==> src/rtl/ripple_down_counter.sv <==
// Ripple (asynchronous) down counter with a clk-domain capture of the count and zero/wrap flags.
// Latency: q settles within WIDTH stage delays after posedge clk; q_sync/zero/wrap appear one clk later.
// Backpressure: none; en gates counting, and while en=0 the count and captured outputs hold.
module ripple_down_counter #(
  parameter int WIDTH = 4
) (
  input  logic             clk,
  input  logic             rstn,
  input  logic             en,
  output logic [WIDTH-1:0] q,
  output logic [WIDTH-1:0] q_sync,
  output logic             zero,
  output logic             wrap
);

  localparam logic [WIDTH-1:0] ALL_ONES = '1;
  localparam logic [WIDTH-1:0] ALL_ZERO = '0;

  // Raw ripple count. Each bit is owned by exactly one stage flop inside the
  // generate loop below; the vector only gathers them for the output and the
  // capture logic.
  logic [WIDTH-1:0] stage;

  // The ripple clock of stage i is the output of stage i-1. A stage toggles
  // when its neighbour rises 0->1, which is a borrow out of the lower bits,
  // so the chain counts down. The clk period must exceed WIDTH stage delays
  // so that the capture register below always samples a settled value.
  for (genvar i = 0; i < WIDTH; i++) begin : g_stage
    if (i == 0) begin : g_first
      logic bit_q;

      // Stage 0: toggles on the system clock whenever counting is enabled.
      always_ff @(posedge clk or negedge rstn) begin
        if (!rstn) begin
          bit_q <= 1'b0;
        end else if (en) begin
          bit_q <= ~bit_q;
        end
      end

      assign stage[i] = bit_q;
    end else begin : g_ripple
      logic bit_q;

      // Stage i: toggles on every rising edge of the previous stage. The
      // asynchronous reset clears the whole chain at once; since every stage
      // falls (or stays) at 0, no rising edge is produced and no spurious
      // toggle happens while rstn is low.
      always_ff @(posedge stage[i-1] or negedge rstn) begin
        if (!rstn) begin
          bit_q <= 1'b0;
        end else begin
          bit_q <= ~bit_q;
        end
      end

      assign stage[i] = bit_q;
    end
  end

  assign q = stage;

  // Capture and flags: sampled at posedge clk, before the stage-0 toggle of
  // this edge can propagate, so q_sync is the settled pre-edge count and lags
  // q by one cycle. zero is derived from the same sample so it stays aligned
  // with q_sync. wrap fires for the single cycle in which q_sync moves from 0
  // to all-ones; q_sync itself serves as the previous-count register.
  always_ff @(posedge clk or negedge rstn) begin
    if (!rstn) begin
      q_sync <= ALL_ZERO;
      zero   <= 1'b1;
      wrap   <= 1'b0;
    end else begin
      q_sync <= stage;
      zero   <= (stage == ALL_ZERO);
      wrap   <= (stage == ALL_ONES) && (q_sync == ALL_ZERO);
    end
  end

endmodule

==> config.mk <==
export PLATFORM = sky130hd
export DESIGN_NAME = ripple_down_counter
export DESIGN_NICKNAME = d
export VERILOG_FILES = /design/src/rtl/ripple_down_counter.sv
export SDC_FILE = /design/constraint.sdc
export NUM_CORES = 1
export LEC_CHECK = 0
export CORE_AREA = 4 4 41 43
export CTS_CLUSTER_SIZE = 8
export DETAILED_ROUTE_END_ITERATION = 8
export DIE_AREA = 0 0 45 47
export SYNTH_ARGS = -nofsm -noshare
export SYNTH_HDL_FRONTEND = slang
export SYNTH_SLANG_ARGS = --single-unit
==> constraint.sdc <==
create_clock -name clk -period 1.3 [get_ports clk]
set_input_delay 0.26 -clock clk [delete_from_list [all_inputs] [get_ports clk]]
set_output_delay 0.26 -clock clk [all_outputs]
set_load 0.01 [all_outputs]
After elaboration in Yosys (flattened, before gate mapping)
Index checks and enable logic that the tools add are counted.

word-level totals
  register bits = 10
  input bits = 3
  output and inout port bits = 10
  word-level logic and storage cells = 15

operators by class
  equal/unequal tests = 1
  bitwise operators = 4
  reductions and logical operators = 3

operators by type and width
  kind                number
  $logic_not 4->1     2
  $eq 4x4->1 const B  1
  $not 1->1           4
  $logic_and 1x1->1   1

Logic depth before layout (Yosys ltp)
  depth in word-level cells = 2
  depth in mapped cells = 2
  depth with buffers taken out = 2

==> flow_metrics.py <==
metrics = {
    "logic_synthesis": {
        "yosysTopAreaCellShare": 0.6923,
        "ys_top_cells_by_count": "9 x dfrtp_1, 4 x buf_4, 3 x inv_1",
        "synth_top_family_by_area": "buffers and inverters",
        "synth_largest_area_cell": "dfrtp_1",
        "synth_flop_cell": "dfrtp_1",
        "synth_cell_types": 9,
        "synthCells": 22,
        "yosys.area_share.xor_xnor": 0.02692,
        "yosysMostFrequentCell": "dfrtp_1",
        "seq_area_frac_synth": 0.7731,
        "synth_compound_area_frac": 0,
        "synth_edf_count": 0,
        "syn-mean-instance-area_um2": 14.79,
        "synthAdderAreaFrac": 0,
        "ys.warnings.count": 0,
        "ys_ff_latch": 10,
        "syn_nets": 25,
        "synth_area_um2": 325.3,
        "synth.area.top_cells": "dfrtp_1 69%, buf_4 9.2%, dfstp_2 8.1%, inv_1 3.5%, xor2_1 2.7%",
        "synth.mux.area_fraction": 0,
        "ys_async_sr_fraction": 1.000,
        "yosys.area_share.simple": 0.07308,
    },
    "setup_path": {
        "cp-end-kind": "output pin",
        "crit_chain": "dlygate4sd2_1",
        "critPathKind": "reg2out",
        "worstSetupStartpointType": "flop",
        "r2r_slack_ns": 0.25,
        "crit_buf_inv": 1,
        "crit_fanout": 1,
        "reg2reg_from": "q_sync[1]",
        "critPathMaxStageDelay_ns": 0.50,
        "rr_worst_depth": 2,
        "slowest_stage": "dfstp_2",
        "worstPathRequired_ns": 1.04,
        "reg2reg_to": "wrap",
        "cp_top_family": "flip-flops",
        "arrival_ns": 1.00,
    },
    "clock_tree": {
        "clk_latency_ns": 0.24,
        "numCtsBuffers": 3,
        "cts_tree": "done",
        "cts.clk_slew.worst_paths_ns": 0.05,
        "post-cts-setup-buffers": 0,
        "cts_hold_buf": 0,
        "h-tree-depth": 1,
        "cts_root_buf": "clkbuf_4",
        "clk_path_buf_depth": 2,
        "ctsResizeCount": 7,
    },
    "drt": {
        "drt_iter0_drc": 0,
        "dr_total_vias": 188,
        "via_per_inst": 3.760,
        "finalWirelength_um": 487,
        "antenna_left": 0,
        "drc": 0,
        "wl_per_cell_um": 9.740,
        "drtPass1Iterations": 1,
    },
    "final_layout": {
        "area.growth.synth_to_final_pct": 41.15,
        "postLayoutCoreUtil": 0.3529,
        "num-nets-final": 39,
        "nFillCells": 139,
        "instances_no_fill": 50,
        "antenna_cells": 0,
        "drive_gt1_frac": 0.1429,
    },
    "timing": {
        "layout_min_cycle_time_ns": 1.258,
        "fmax_ghz": 0.7952,
        "finalCritPeriodShare": 0.9674,
        "setup_viol": 0,
        "hold_viol_final": 0,
        "relSlewSlack": 0.7260,
        "finClkSkew_ns": 0.005060,
        "worstMarginPinSlew_ns": 0.4098,
        "unconstrained_endpoints": 9,
        "unclocked_regs": 3,
        "setup-tns-final_ns": 0,
        "rsz0062_at_grt": "no",
        "maxSlewViolCount": 0,
    },
    "floorplanning": {
        "dieWidth_um": 45,
        "die-height_um": 47,
        "start_util": 0.2500,
        "fp.dieArea_um2": 2115,
        "rows": 13,
        "core_area_um2": 1301,
        "ios": 13,
    },
    "run_status": {
        "outcome": "completed",
    },
    "pwr": {
        "clkPwrFrac": 0.282,
        "power_frac_comb": 0.264,
        "switchingPower_mw": 0.1739,
        "pwr_density_cell_nw_per_um2": 1468,
        "sw_frac_of_total": 0.2580,
        "seq_power_share": 0.454,
        "internal-power_mw": 0.5000,
        "ir_worst_vdd_uv": 394.8,
        "power.total_mw": 0.6739,
        "power.leakage_nw": 0.2538,
    },
    "global_routing": {
        "grt_use_total": 0.05609,
        "antenna_found_initial": 0,
        "grt_overflow": 0,
        "grt_pass1_wl_um": 807,
        "grt_pass1_vias": 199,
        "grt_start_max_net_pins": 11,
    },
    "worst_hold_path": {
        "min_path_type": "in2async",
    },
    "placement": {
        "dp_cells": 46,
        "place_congestion": 0.6113,
        "dp_hpwl_um": 388.8,
        "port_buffers": 12,
    },
    "job": {
        "maxCapViolCount": 0,
    },
}
==> cell type report <==
cell class                 instances  area [um2]  share of cell area
inverter                           3       11.26             0.02452
timing repair buffer              13       118.9              0.2589
clock buffer                       4       26.28             0.05722
multi-input combinational          5       32.53             0.07084
tap                               15       18.77             0.04087
sequential                        10       251.5              0.5477
==> per-stage QoR <==
stage / setup WS [ns] / hold slack, ns / cell area, um2
floorplan: 0.2337 / -0.03559 / 325.3
global placement: 0.02195 / 0.4985 / 441.7
detailed placement: 0.02374 / 0.5000 / 441.7
CTS: 0.03044 / 0.3207 / 459.2
global route: 0.003060 / 0.3465 / 459.2
finish: 0.04242 / 0.3130 / 459.2
==> worst max-delay path by stage <==
stage                     slack [ns]       from  endpoint  depth (start not counted)
final                           0.04       zero      zero                          1
after global routing           0.003       zero      zero                          1
after CTS                       0.03       zero      zero                          1
after detailed placement        0.02       zero      zero                          1
after global placement          0.02       zero      zero                          1
after floorplan                 0.23  q_sync[1]      wrap                          2
==> flip-flops by register name, indices dropped and copies added, names as in the netlist <==
| name | flops |
|---|---|
| g_stage.g_first.bit_q | 1 |
| g_stage.g_ripple.bit_q | 3 |
| q_sync | 4 |
| wrap | 1 |
| zero | 1 |
==> metal layers <==
metal,GRT usage,vias to the layer above,wire [um]
li1,-,93,-
met1,0.06161,87,188
met2,0.08192,8,244
met3,0.02299,0,55
met4,0.05263,0,0
met5,0,-,0
==> logic make-up after synthesis <==
group	after synthesis
xor+xnor	1
buf+inv	7
flops	10
simple gates	4
==> placed cells by master, fill, tap and decap left out <==
cell,netlist,routed
nor4_1,1,1
dfstp_2,1,1
clkbuf_1,0,1
inv_1,3,3
buf_4,4,1
xor2_1,1,1
dlygate4sd2_1,0,7
nor2_1,1,1
or4_1,1,1
clkdlybuf4s50_1,0,5
dfrtp_1,9,9
nand4_1,1,1
clkbuf_4,0,3
==> power groups by stage <==
stage	clock, mW	sequential (mW)	combinational (mW)
global placement	0	0.313	0.217
floorplan	0	0.344	0.0645
detailed placement	0	0.313	0.218
finish	0.190	0.306	0.178
CTS	0.197	0.308	0.184
global route	0.212	0.314	0.199
Note: power is estimated with default switching activity, not from simulation.
==> patch: new RTL, same settings <==
The parameter `WIDTH` goes from 4 to 3.
--- a/src/rtl/ripple_down_counter.sv
+++ b/src/rtl/ripple_down_counter.sv
@@ -3,5 +3,5 @@
 // Backpressure: none; en gates counting, and while en=0 the count and captured outputs hold.
 module ripple_down_counter #(
-  parameter int WIDTH = 4
+  parameter int WIDTH = 3
 ) (
   input  logic             clk,
Interface: changed (resized q and q_sync); port bits go from 13 to 11. The function was not compared with the original's and may differ.
==> patch against the original RTL <==
- area after synthesis fell by 19%
- first-iteration DRC count did not move
- sequential cell count fell by 2
- cell area fell by 16%
- total power fell by 4.6%
- worst setup slack got worse by 0.0038 ns
- critical path depth did not move
- synthesized cell count fell by 23%
- routed wire length fell by 5.7%
- critical path type unchanged
- highest routed layer is now met4
==> patch: results (changes against the original RTL) <==
- Mapped Nets: 20 (-20%)
- Routing usage on met1: 5.15% (-1.0 points)
- Grt met3 use: 3.45% (+1.1 points)
- Cell-internal power: 468 uW (-6.4%)
- Post-synth top cells: dfrtp_1, buf_4, inv_1
- Placer congestion estimate: 0.635 (+3.9%)
- Worst rel slew slack: 76.7% (+4.1 points)
- M1 WL: 194 um (+3.2%)
- Leak: 0.000204 uW (-20%)
- Non-clk bufs: 11 (-2)
- DP Wirelength: 354 um (-9.0%)
- Buffering overhead: 25.9% (about the same)
- Status: completed
- Post-synthesis xor/xnor area fraction: 3.32% (+0.63 points)
- Synth cell types: 8 (-1)
- Final sequential cell count: 8 (-2)
- Count of unclocked register or latch pins: 2 (-1)
- Vias post-DR: 167 (-11%)
- Layout cell share with drive strength beyond 1: 20.7% (+6.4 points)
- Final net count: 33 (-15%)
- IO buf count: 10 (-2)
- R2r setup slk: 0.50 ns (+0.25 ns)
- Worst Skew: 0.00792 ns (+0.00286 ns)
- DR WL met3: 58 um (+5.5%)
- All-Layer GR Usage: 6.07% (+0.46 points)
- Clock group share of total power: 28.7% (+0.5 points)
- #MultiIn Comb: 4 (-1)
- Uppermost routed layer: met4
- CTS resizes: 6 (-1)
- DR WL met2: 196 um (-20%)
- Synth area leaders: dfrtp_1, dfstp_2, buf_4, nor3_2, nand4b_1
- Sequential power: 282 uW (-7.8%)
- R2R Path End: g_stage[0].g_first.bit_q
- VDD IR max: 0.540 mV (+37%)
- Share of cell area taken by multi-input logic gates: 8.41% (+1.3 points)
- FILL cells: 144 (+3.6%)
- Vias per cell: 3.80 (+0.94%)
- Placed Cells: 40 (-13%)
- Worst r2r src: g_stage[0].g_first.bit_q
- Largest regs: q_sync: 3 flops, g_stage.g_ripple.bit_q: 2 flops
- Endpoints left unconstrained: 6 (-3)
- Clock-cell share of area: 6.80% (+1.1 points)
- Sequential share of the synthesized area: 76.3% (-1.0 points)
- Vias in the first global route: 193 (-3.0%)
- Synthesized area per cell: 15.5 um2 (+5.0%)
- Largest net degree at the start of global routing: 9 (-2)
[patch: cell types whose count changed after synthesis]
| cell | before | now |
|---|---|---|
| buf_4 | 4 | 3 |
| dfrtp_1 | 9 | 7 |
| inv_1 | 3 | 2 |
| nand4_1 | 1 | 0 |
| nand4b_1 | 0 | 1 |
| nor2_1 | 1 | 0 |
| nor3_1 | 0 | 1 |
| nor3_2 | 0 | 1 |
| nor4_1 | 1 | 0 |
| or4_1 | 1 | 0 |
[patch: per-stage QoR]
stage	util (%)	setup WS [ns]	total power (uW)	cell area, um2
after floorplan	-	0.487	379	264
after global placement	28.3	0.0255	494	368
after detailed placement	28.3	0.0151	501	368
after CTS	29.7	0.0162	666	387
after global routing	29.7	0.0138	691	387
final	29.7	0.0386	643	387
[patch: worst max path at each step]
stage                     cells after the start                     start   end
after floorplan                               1  g_stage[0].g_first.bit_q  q[0]
after global placement                        1                      zero  zero
after detailed placement                      1                      zero  zero
after CTS                                     1                      zero  zero
after global routing                          1                      zero  zero
final                                         1                      zero  zero
